File: src/rtl/uart_tx_framed_pkg.sv
// Shared encodings for the framed UART transmitter:
// parity modes, FSM states and datapath widths.
package uart_tx_framed_pkg;

  typedef enum logic [1:0] {
    PAR_NONE = 2'd0,
    PAR_EVEN = 2'd1,
    PAR_ODD  = 2'd2
  } parity_e;

  typedef enum logic [2:0] {
    ST_IDLE,
    ST_START,
    ST_DATA,
    ST_PARITY,
    ST_STOP
  } state_e;

  localparam int unsigned BAUD_W = 16;
  localparam int unsigned BIT_W  = 3;

  function automatic logic par_of(
    input logic red,
    input int   mode
  );
    return (mode == int'(PAR_ODD)) ? ~red : red;
  endfunction

endpackage

File: src/rtl/uart_tx_fifo.sv
// Synchronous show-ahead FIFO feeding the transmitter.
// Occupancy count is one bit wider than the pointers.
module uart_tx_fifo #(
  parameter int DEPTH = 4,
  parameter int WIDTH = 8
) (
  input  logic             clk,
  input  logic             rst,
  input  logic             wr_en,
  input  logic [WIDTH-1:0] wr_data,
  input  logic             rd_en,
  output logic [WIDTH-1:0] rd_data,
  output logic             full,
  output logic             empty
);

  localparam int AW = $clog2(DEPTH);
  localparam int CW = AW + 1;

  logic [WIDTH-1:0] mem_q [DEPTH];
  logic [AW-1:0]    wr_ptr_q, wr_ptr_d;
  logic [AW-1:0]    rd_ptr_q, rd_ptr_d;
  logic [CW-1:0]    cnt_q, cnt_d;
  logic             push, pop;

  assign full    = cnt_q == CW'(DEPTH);
  assign empty   = cnt_q == '0;
  assign push    = wr_en & ~full;
  assign pop     = rd_en & ~empty;
  assign rd_data = mem_q[rd_ptr_q];

  // Power-of-two depth lets the pointers wrap naturally.
  always_comb begin
    wr_ptr_d = wr_ptr_q + AW'(push);
    rd_ptr_d = rd_ptr_q + AW'(pop);
    cnt_d    = cnt_q + CW'(push) - CW'(pop);
  end

  always_ff @(posedge clk or posedge rst) begin
    if (rst) begin
      wr_ptr_q <= '0;
      rd_ptr_q <= '0;
      cnt_q    <= '0;
    end else begin
      wr_ptr_q <= wr_ptr_d;
      rd_ptr_q <= rd_ptr_d;
      cnt_q    <= cnt_d;
    end
  end

  always_ff @(posedge clk) begin
    if (push) mem_q[wr_ptr_q] <= wr_data;
  end

endmodule

File: src/rtl/uart_tx_framed.sv
// Framed UART transmitter: FIFO-buffered, configurable
// data width, parity and stop bits, back-to-back frames.
module uart_tx_framed
  import uart_tx_framed_pkg::*;
#(
  parameter int CLKS_PER_BIT = 26,
  parameter int DATA_BITS    = 8,
  parameter int PARITY       = 0,
  parameter int STOP_BITS    = 1,
  parameter int FIFO_DEPTH   = 4
) (
  input  logic                 CLK,
  input  logic                 RST,
  input  logic [DATA_BITS-1:0] DATA,
  input  logic                 DATA_READY,
  output logic                 FULL,
  output logic                 TXD,
  output logic                 IDLE,
  output logic                 OVERFLOW
);

  localparam logic PAR_EN = PARITY != int'(PAR_NONE);

  state_e               state_q, state_d;
  logic [BAUD_W-1:0]    cnt_q, cnt_d;
  logic [BIT_W-1:0]     bit_q, bit_d;
  logic [DATA_BITS-1:0] sh_q, sh_d;
  logic                 par_q, par_d;
  logic                 txd_q, txd_d;
  logic                 ovf_q, ovf_d;

  logic                 fifo_full, fifo_empty;
  logic [DATA_BITS-1:0] fifo_rdata;
  logic                 pop;
  logic                 bit_end, last_data, last_stop;

  uart_tx_fifo #(
    .DEPTH(FIFO_DEPTH),
    .WIDTH(DATA_BITS)
  ) u_fifo (
    .clk    (CLK),
    .rst    (RST),
    .wr_en  (DATA_READY),
    .wr_data(DATA),
    .rd_en  (pop),
    .rd_data(fifo_rdata),
    .full   (fifo_full),
    .empty  (fifo_empty)
  );

  assign bit_end   = cnt_q == BAUD_W'(CLKS_PER_BIT - 1);
  assign last_data = bit_q == BIT_W'(DATA_BITS - 1);
  assign last_stop = bit_q == BIT_W'(STOP_BITS - 1);

  // Pop from idle, or on the final stop edge for gapless frames.
  assign pop = ~fifo_empty &
               ((state_q == ST_IDLE) |
                ((state_q == ST_STOP) & bit_end & last_stop));

  assign FULL     = fifo_full;
  assign TXD      = txd_q;
  assign OVERFLOW = ovf_q;
  assign IDLE     = fifo_empty & (state_q == ST_IDLE) & ~DATA_READY;

  always_ff @(posedge CLK or posedge RST) begin
    if (RST) begin
      state_q <= ST_IDLE;
      cnt_q   <= '0;
      bit_q   <= '0;
      sh_q    <= '0;
      par_q   <= 1'b0;
      txd_q   <= 1'b1;
      ovf_q   <= 1'b0;
    end else begin
      state_q <= state_d;
      cnt_q   <= cnt_d;
      bit_q   <= bit_d;
      sh_q    <= sh_d;
      par_q   <= par_d;
      txd_q   <= txd_d;
      ovf_q   <= ovf_d;
    end
  end

  always_comb begin
    state_d = state_q;
    unique case (state_q)
      ST_IDLE: begin
        if (pop) state_d = ST_START;
      end
      ST_START: begin
        if (bit_end) state_d = ST_DATA;
      end
      ST_DATA: begin
        if (bit_end && last_data)
          state_d = PAR_EN ? ST_PARITY : ST_STOP;
      end
      ST_PARITY: begin
        if (bit_end) state_d = ST_STOP;
      end
      ST_STOP: begin
        if (bit_end && last_stop)
          state_d = pop ? ST_START : ST_IDLE;
      end
      default: state_d = ST_IDLE;
    endcase
  end

  always_comb begin
    cnt_d = cnt_q;
    bit_d = bit_q;
    sh_d  = sh_q;
    par_d = par_q;
    ovf_d = ovf_q | (DATA_READY & fifo_full);

    if (state_q == ST_IDLE || bit_end) cnt_d = '0;
    else cnt_d = cnt_q + BAUD_W'(1);

    if (bit_end)
      bit_d = (state_d == state_q) ? bit_q + BIT_W'(1) : '0;

    if (pop) begin
      sh_d  = fifo_rdata;
      par_d = par_of(^fifo_rdata, PARITY);
    end else if (state_q == ST_DATA && bit_end) begin
      sh_d = sh_q >> 1;
    end

    // Driven from next state so TXD leaves a flop cleanly.
    txd_d = 1'b1;
    unique case (state_d)
      ST_START:  txd_d = 1'b0;
      ST_DATA:   txd_d = sh_d[0];
      ST_PARITY: txd_d = par_q;
      default:   txd_d = 1'b1;
    endcase
  end

endmodule
File: config.mk
export PLATFORM = sky130hd
export DESIGN_NAME = uart_tx_framed
export DESIGN_NICKNAME = d
export VERILOG_FILES = /design/src/rtl/uart_tx_framed_pkg.sv /design/src/rtl/uart_tx_fifo.sv /design/src/rtl/uart_tx_framed.sv
export SDC_FILE = /design/constraint.sdc
export NUM_CORES = 1
export LEC_CHECK = 0
export ABC_AREA = 1
export CAP_MARGIN = 40
export CORE_MARGIN = 3
export CORE_UTILIZATION = 35
export DETAILED_ROUTE_END_ITERATION = 7
export PLACE_DENSITY = 0.49
export SLEW_MARGIN = 10
export SYNTH_ARGS = -nofsm -noshare
export SYNTH_HDL_FRONTEND = slang
export SYNTH_SLANG_ARGS = --single-unit
File: constraint.sdc
create_clock -name CLK -period 2.47 [get_ports CLK]
set_input_delay 0.3705 -clock CLK [delete_from_list [all_inputs] [get_ports CLK]]
set_output_delay 0.3705 -clock CLK [all_outputs]
set_load 0.05 [all_outputs]
* Yosys cells after proc, flatten, opt, wreduce, memory -nomap -nowiden
Memories as Yosys holds them, arrays and structs flattened.
Index checks and enable logic that the tools add are counted.
** Cells by class
- Multiplexer cells :: 14
- Add/sub/neg operators :: 6
- Equality and inequality tests :: 11
- Bitwise logic cells :: 13
- Reductions and logical operators :: 9
** Operators with widths (number)
- 3-bit 2-to-1 mux :: 6
- 16-bit by 1-bit adder with 16-bit output (second input constant) :: 1
- 16-bit by 5-bit == test with 1-bit output (second input constant) :: 1
- 16-bit 2-to-1 mux :: 1
- 8-bit 2-to-1 mux :: 2
- 3-bit one-hot mux with 5 select lines :: 1
- 3-bit by 2-bit == test with 1-bit output (second input constant) :: 4
- 3-bit == test (second input constant) :: 3
- 3-bit logical NOT :: 3
- 1-bit bitwise AND :: 8
- 8-bit XOR reduction :: 1
- 3-bit by 1-bit == test with 1-bit output (second input constant) :: 2
- 2-bit by 1-bit adder with 2-bit output :: 2
- 3-bit by 1-bit adder with 3-bit output :: 1
- 3-bit by 1-bit adder with 3-bit output (second input constant) :: 1
- 3-bit == test :: 1
- 1-bit logical AND :: 3
- 1-bit 2-to-1 mux :: 3
- 1-bit NOT :: 3
- 1-bit one-hot mux with 3 select lines :: 1
- 3-bit by 1-bit subtractor with 3-bit output :: 1
- 1-bit bitwise OR :: 2
- 2-bit nonzero test :: 1
- 1-bit logical OR :: 1
** Storage, ports and cells
- Memories :: 1
- Register bits :: 40
- Bits of input ports :: 11
- Bits in writable memories :: 32
** Memories
- u_fifo.mem_q :: depth 4, width 8, read ports 1, clocked after Yosys merged registers in 0, write ports 1, line uart_tx_fifo.sv:20 : logic [WIDTH-1:0] mem_q [DEPTH];

* Longest topological paths before layout
- Depth in word-level cells :: 10
- Gate-level depth with buffers :: 15
- Gate-level depth less buffers :: 15

* By module
A second synthesis with hierarchy kept.
** Unflattened totals
- Cell total of the unflattened synthesis :: 380
- Area, all modules :: 3579.7 um2
** By module, submodules not included
- uart_tx_framed :: sequential area each 827.0 um2, cells an instance 248, times used 1, area an instance 1946.9 um2
- uart_tx_fifo :: sequential area each 1136.1 um2, cells an instance 132, times used 1, area an instance 1632.8 um2

* Least setup slack after synthesis
Ideal clock, no wire load.
- Path kind :: register to register
- Start :: register cnt_q[1]
- End :: register u_fifo.cnt_q[2]
- Period minus slack after synthesis :: 2378 ps
- Required time :: 2341 ps
- Setup time :: 129 ps
- Setup slack :: 92 ps
- Cell stages (with the launch flop) :: 16
- Arrival time :: 2249 ps
- Path buffers :: 0
- Path through :: dfrtp_1 > inv_1 > ha_1 > nand2_2 > clkinv_2 > nand2_4 > nor2_8 > nand3_4 > a21oi_4 > ha_1 > inv_1 > ha_1 > inv_1 > fa_1 > xnor2_1 > xor2_1
** Between the ends
- Longest elaborated chain between the ends :: 7
** Ends and longest elaborated chain
- from (decl) :: line uart_tx_framed.sv:25 : logic [BAUD_W-1:0] cnt_q, cnt_d;
- from (signal assigned) :: line uart_tx_framed.sv:76 : cnt_q <= cnt_d;
- 16-bit by 5-bit == test with 1-bit output :: line uart_tx_framed.sv:51 : assign bit_end = cnt_q == BAUD_W'(CLKS_PER_BIT - 1);
- 1-bit bitwise AND (2 in a row) :: line uart_tx_framed.sv:58 : ((state_q == ST_STOP) & bit_end & last_stop));
- 1-bit bitwise OR :: line uart_tx_framed.sv:57 : ((state_q == ST_IDLE) |
- 1-bit bitwise AND :: line uart_tx_framed.sv:56 : assign pop = ~fifo_empty &
- 1-bit bitwise AND :: line uart_tx_fifo.sv:29 : assign pop = rd_en & ~empty;
- 3-bit by 1-bit subtractor with 3-bit output :: line uart_tx_fifo.sv:36 : cnt_d = cnt_q + CW'(push) - CW'(pop);
- net u_fifo.cnt_d[2] :: line uart_tx_fifo.sv:23 : logic [CW-1:0] cnt_q, cnt_d;
- to (signal assigned) :: line uart_tx_fifo.sv:47 : cnt_q <= cnt_d;
- to (decl) :: line uart_tx_fifo.sv:23
The timed path passes the listed nets, and every way through them passes these cells.
A chain may end at the register's enable or synchronous reset.

* Final worst setup path
- Start :: register cnt_q[13]
- End :: register u_fifo.cnt_q[2]
The elaborated chain is that of the path after synthesis.

==> qor.log <==
INFO  run_status     run_status=complete, no violations
INFO  timing         relSlewSlack=0.531
INFO  logic_synthesis yosysWarnings=0
INFO  logic_synthesis synth_cells=424
INFO  floorplan      std_cell_rows=37
INFO  power          worst_ir_drop_vdd=241uV
INFO  cts            cts_tree=yes
INFO  setup_path     crit_type=register to register
INFO  logic_synthesis synthMostInstantiatedCell=sky130_fd_sc_hd__nand2_1
INFO  logic_synthesis synth-seq-area-share=0.513
INFO  floorplan      io-pin-count=15
INFO  final_layout   finished_layout_cell_area=0.00435mm2
INFO  cts            buffer_type_at_the_clock_tree_root=sky130_fd_sc_hd__clkbuf_8
INFO  logic_synthesis synth_top_area_cell=sky130_fd_sc_hd__dfrtp_1
INFO  logic_synthesis dominantRegCellSynth=sky130_fd_sc_hd__dfrtp_1
INFO  logic_synthesis synth.net_count=445
INFO  routing        drtPass1Iterations=4
INFO  worst_hold_path timing.hold.worst.class=input pin to async pin
INFO  timing         maxSlewViolCount=0
INFO  setup_path     cp_num_buf_inv=2
INFO  job            max_cap_viol_count=0
INFO  setup_path     kind_of_cell_adding_the_most_delay_to_the_critical_path=adder cells
INFO  routing        detail_route.vias_per_cell=4.64
INFO  setup_path     maximum_fanout_count_along_the_critical_path=5
INFO  floorplan      die_width=111um
INFO  grt            grt_first_pass_wirelength=13.3mm
INFO  routing        detail_route.drc_violations=0
INFO  final_layout   layout_cell_share_with_drive_strength_beyond_1=0.156
INFO  logic_synthesis async_flop_share=0.556
INFO  power          pwr_density_cell=663mW/mm2
INFO  grt            largest_net_degree_at_the_start_of_global_routing=41
INFO  setup_path     worst_path_max_delay_cell=sky130_fd_sc_hd__dfrtp_1
INFO  grt            vias_in_the_first_global_route=2666
INFO  timing         worstMarginPinSlew=0.704ns
INFO  logic_synthesis synth-seq-cells=72
INFO  timing         final_period_util=0.959
INFO  floorplan      floorplan_die_area=0.0122mm2
INFO  timing         rsz_0062_raised_after_global_routing=yes
INFO  logic_synthesis synth.top_cell.area_share=0.255
INFO  timing         fmaxAchievable=422MHz
INFO  logic_synthesis synth.top_cells.by_area=sky130_fd_sc_hd__dfrtp_1, sky130_fd_sc_hd__edfxtp_1, sky130_fd_sc_hd__nand2_1
INFO  logic_synthesis ys_top_cells_by_count=sky130_fd_sc_hd__nand2_1, sky130_fd_sc_hd__inv_1, sky130_fd_sc_hd__nor2_1, sky130_fd_sc_hd__dfrtp_1
INFO  floorplan      initial_core_util=0.366
INFO  routing        initial_drc_count=112
INFO  routing        routedWlPerCell=13.1um
INFO  timing         final_hold_viol_count=0
INFO  setup_path     reg2regPathDepth=12
INFO  final_layout   final_standard_cell_utilization_of_the_core=0.416
INFO  setup_path     worst-endpoint-arrival=2.59ns
INFO  final_layout   area.growth.synth_to_final=13.8%
INFO  setup_path     required=2.69ns
INFO  cts            clock_sinks=72
INFO  setup_path     end_kind=register
INFO  grt            global_route.overflow_total=0
INFO  grt            grt.total_usage=0.135
INFO  placement      io_buffer_count=14
INFO  final_layout   insertedDiodeCount=0
INFO  final_layout   finalNetCount=477
INFO  timing         finalCriticalPeriod=2.37ns
INFO  cts            numCtsBuffers=9
INFO  timing         worst_clock_skew=0.0127ns
INFO  setup_path     number_of_stages_on_the_worst_setup_path=12
INFO  setup_path     critical-path-max-stage-delay=0.44ns
INFO  placement      detailed_place.area=0.00417mm2
INFO  logic_synthesis syn-mean-instance-area=9.02um2
INFO  routing        drtAntennaViolNets=0
INFO  timing         setup_viol=0
INFO  cts            htree_num_levels=3
INFO  floorplan      core_area=0.0105mm2
INFO  cts            clk_pin_slew_worst_paths=0.08ns
INFO  logic_synthesis synth-edff-count=32
INFO  logic_synthesis mappedNetlistArea=0.00383mm2
INFO  routing        totalWireLength=7.81mm
INFO  setup_path     crit_path_start_kind=register
INFO  cts            insertion_delay=0.34ns
INFO  power          p_leak=0.00205uW
INFO  grt            grt_antenna_before_repair=0
INFO  cts            post_cts_hold_buffer_count=0
INFO  placement      gp_congestion=0.777
INFO  timing         tns=0ns
INFO  placement      dp_hpwl=5.43mm
INFO  logic_synthesis yosysUniqueCellTypes=39
INFO  setup_path     path_cells=nor2_1 > nand2_1 > nor2_2 > nand3_4 > a21oi_4 > ha_1 > inv_1 > ha_1 > inv_1 > fa_2 > xnor2_2 > xor2_1
INFO  cts            clockBufferDepth=2
INFO  floorplan      die-height=111um
INFO  routing        vias=2773
## cell type report
cell class	instances	area (um2)
tap	136	170
sequential	72	1960
clock buffer	12	135
timing repair buffer	29	253
multi-input combinational	289	1600
clock inverter	4	21.3
fill	1065	6110
inverter	55	210
## placed cells by master (no fill, tap or decap), types with 9 or more instances in the layout
cell	n
sky130_fd_sc_hd__clkbuf_8	9
sky130_fd_sc_hd__dfrtp_1	39
sky130_fd_sc_hd__buf_4	16
sky130_fd_sc_hd__nor2_1	40
sky130_fd_sc_hd__edfxtp_1	32
sky130_fd_sc_hd__clkdlybuf4s50_1	12
sky130_fd_sc_hd__ha_1	9
sky130_fd_sc_hd__nand3_1	32
sky130_fd_sc_hd__inv_1	49
sky130_fd_sc_hd__nor3_1	13
sky130_fd_sc_hd__xor2_1	10
sky130_fd_sc_hd__nand2_1	127
## cells by family after synthesis
kind of cell	share of synthesized area
and+or+nand+nor	0.309
DFF	0.513
buffers and inverters	0.0716
AOI/OAI and AO/OA	0.0445
xor gates and xnor gates	0.0275
adders and majority gates	0.0347
## registers in the layout, summed over array words and instances, names as in the netlist, 2 cells and up
name,count
u_fifo.cnt_q,3
state_q,3
u_fifo.rd_ptr_q,2
sh_q,8
cnt_q,16
u_fifo.wr_ptr_q,2
bit_q,3
u_fifo.mem_q,32
## where the power goes
group          total [uW]  internal, uW  leakage [uW]  switching (uW)
registers            1510          1440      0.000785            74.0
logic                 575           214       0.00118             361
clock network         802           360     0.0000778             443
total                2890          2010       0.00205             878
## worst reg2reg max path, cell delays in order, from the launching register on
cell,delay [ns]
sky130_fd_sc_hd__dfrtp_1,0.44
sky130_fd_sc_hd__nor2_1,0.13
sky130_fd_sc_hd__nand2_1,0.06
sky130_fd_sc_hd__nor2_2,0.23
sky130_fd_sc_hd__nand3_4,0.12
sky130_fd_sc_hd__a21oi_4,0.14
sky130_fd_sc_hd__ha_1,0.24
sky130_fd_sc_hd__inv_1,0.05
sky130_fd_sc_hd__ha_1,0.12
sky130_fd_sc_hd__inv_1,0.05
sky130_fd_sc_hd__fa_2,0.36
sky130_fd_sc_hd__xnor2_2,0.15
sky130_fd_sc_hd__xor2_1,0.15
## routing by layer
layer	GRT usage	share of wire	vias to the layer above
li1	-	-	1438
met1	0.189	0.49	1289
met2	0.207	0.47	36
met3	0.0247	0.028	10
met4	0.0550	0.014	0
met5	0	0	-
## worst paths after layout
path / start / end / slack [ns]
max: cnt_q[13] / u_fifo.cnt_q[2] / 0.10
min: RST / OVERFLOW / 0.44
max reg2reg: cnt_q[13] / u_fifo.cnt_q[2] / 0.10
min reg2reg: OVERFLOW / OVERFLOW / 0.48
max in group asynchronous: RST / TXD / 1.64
min in group CLK: OVERFLOW / OVERFLOW / 0.48
## through the flow
stage | instances | hold WS, ns | total power, uW | setup slack [ns]
finish | 597 | 0.439 | 2890 | 0.101
global route | 597 | 0.509 | 3070 | -0.102
CTS | 596 | 0.460 | 2900 | 0.0141
global placement | 579 | 0.467 | 2080 | 0.114
detailed placement | 579 | 0.472 | 2110 | 0.0389
floorplan | 424 | 0.449 | 1900 | 0.0923
## repair_timing
action	in CTS	in global routing
pin swaps	2	3
setup endpoints to repair	1	1
resized for setup	0	4
setup buffers	1	1
(Power assumes the default switching activity.)
==> variant, RTL diff (same flow settings) <==
Change the parameter `PARITY` from 0 to 1.
--- a/src/rtl/uart_tx_framed.sv
+++ b/src/rtl/uart_tx_framed.sv
@@ -7,3 +7,3 @@
   parameter int DATA_BITS    = 8,
-  parameter int PARITY       = 0,
+  parameter int PARITY       = 1,
   parameter int STOP_BITS    = 1,
Formal check against the unedited RTL: no difference found for any inputs over 10 cycles, from zero or initial values and one cycle with RST high; that may be too few to reach the edited logic, so the function may still have changed.
==> variant against the unedited design <==
  * Wire length hardly changed
  * Final area up 0.66%
  * Total power is 5.2% higher
  * Area after synthesis fell by 3.7%
  * Cell count is 0.50% higher
  * Sequential cell count is the same
  * Synthesized cell count shrank 1.4%
  * Die area is 3.5% lower
  * Count of clock-buffer cells in the layout shrank 3
  * Worst setup slack worse by 0.058 ns
  * Critical path type unchanged
  * Critical endpoint unchanged
  * Highest routed layer unchanged
==> variant: results (changes against the unedited design) <==
- Clock period minus final worst setup slack: 2.43 ns (was 2.37 ns)
- # nets final: 483 (was 477)
* Iter 0 DRT Violations: 121 (was 112)
- Post-route design area: 4380 um2 (was 4350 um2)
- The met1 track demand over resource came to 0.196 (was 0.189).
- Avg Synthesized Cell Area: 8.82 um2 (was 9.02 um2)
- Layout cells sized above 1: 0.169 (was 0.156)
* Clock network area share: 0.0451 (was 0.0359)
* R2r worst-path depth: 17 (was 12)
- The first-pass GRT wire length was 13100 um (was 13300 um).
- Post-CTS Setup Repair Bufs: 0 (was 1)
- The routability congestion estimate is 0.805 (was 0.777).
* Startpoint of the worst setup timing path: cnt_q[1] (was cnt_q[13])
- The storage element area came to 1960 um2 (unchanged).
- Detailed-route vias per instance: 4.56 (was 4.64)
* Sequential share of the synthesized area: 0.533 (was 0.513)
- Outcome: complete, no violations (unchanged).
- Worst Path Max Fanout: 2 (was 5)
* Proportion of cell area occupied by multi-input gates: 0.350 (was 0.368)
- Area post-placement: 4110 um2 (was 4170 um2)
- Leakage Power: 0.00205 uW (about the same)
- Number of filler cells placed in the layout: 1016 (was 1065)
* Maximum number of buffers from clock root to sink: 2 (unchanged)
* Dominant cells by area after synthesis: dfrtp_1, edfxtp_1, nand2_1, inv_1, nor2_1 (was dfrtp_1, edfxtp_1, nand2_1, inv_1, nand3_1)
- The sequential cell count came to 72 (unchanged).
- The worst hold slack across all endpoints is 0.448 ns (was 0.439 ns).
- The layout inverter count without the clock tree was 50 (was 55).
- The worst slack at placement was 0.0128 ns (was 0.0389 ns).
- The clock skew after layout came to 0.0141 ns (was 0.0127 ns).
- The placed cell count was 581 (was 579).
- The met2 track demand over resource in global routing is 0.227 (was 0.207).
- Total global-route track usage: 0.145 (was 0.135)
* Number of clock buffers inserted by TritonCTS: 9 (unchanged)
* Final HPWL DP: 5280 um (was 5430 um)
* Highest cell delay on the worst timing path: 0.38 ns (was 0.44 ns)
- The final routed wire length divided by cell count came to 13.0 um (was 13.1 um).
- VDD IR-drop max: 0.317 mV (was 0.241 mV)
- Number of global-route vias before repair: 2695 (was 2666)
- The number of enable-type register cells in the synthesized netlist was 32 (unchanged).
- The met3 layer usage reported by global route came to 0.0394 (was 0.0247).
- The post-synth net total is 439 (was 445).
- The number of ordinary and repair buffers in the finished layout is 38 (was 29).
* Ranking of synthesized cells by instance count: nand2_1, inv_1, nor2_1 (unchanged)
- Wire length the detailed router placed on met1: 3870 um (was 3840 um)
- The clock latency reported for the late side of the worst-skew pair is 0.36 ns (was 0.34 ns).
- Worst relative slew slack: 0.570 (was 0.531)
* Cell internal pwr: 2060 uW (was 2010 uW)
- The total detailed-routing wirelength is 7820 um (was 7810 um).
- Data arrival time of the critical path: 2.67 ns (was 2.59 ns)
* Number of combinational gates with multiple inputs: 291 (was 289)
- The setup slack of the most critical reg-to-reg path was 0.04 ns (was 0.10 ns).
* Routed length on met2: 3630 um (about the same)
- Amount of wire on met3 after detailed routing: 257 um (was 222 um)
* Buffering overhead: 0.0725 (was 0.0580)
- Number of resized instances in the post-cts repair step: 1 (was 0)
variant: changes by cell type after synthesis, moves of 3 or more:
cell,delta
o211ai_1,+5
nor3_1,-3
o221ai_2,-6
nand4_1,+4
nor2_2,+5
a21oi_1,+3
nand3_1,-8
nand2_2,-3
nand2_1,+14
inv_1,-6
variant: cells by family after synthesis:
| kind of cell | after synthesis | synth area share |
|---|---|---|
| buffers and inverters | 55 | 0.0652 |
| xor gates and xnor gates | 10 | 0.0238 |
| and+or+nand+nor | 255 | 0.314 |
| AOI/OAI and AO/OA | 16 | 0.0278 |
| adders and majority gates | 10 | 0.0360 |
| DFF | 72 | 0.533 |
variant: power by group through the flow:
| stage | Combinational, uW | Sequential (uW) | Clock, uW |
|---|---|---|---|
| after global routing | 679 | 1530 | 1020 |
| after global placement | 528 | 1530 | 0 |
| final | 592 | 1510 | 939 |
| after detailed placement | 545 | 1530 | 0 |
| after floorplan | 334 | 1550 | 0 |
| after CTS | 549 | 1500 | 968 |
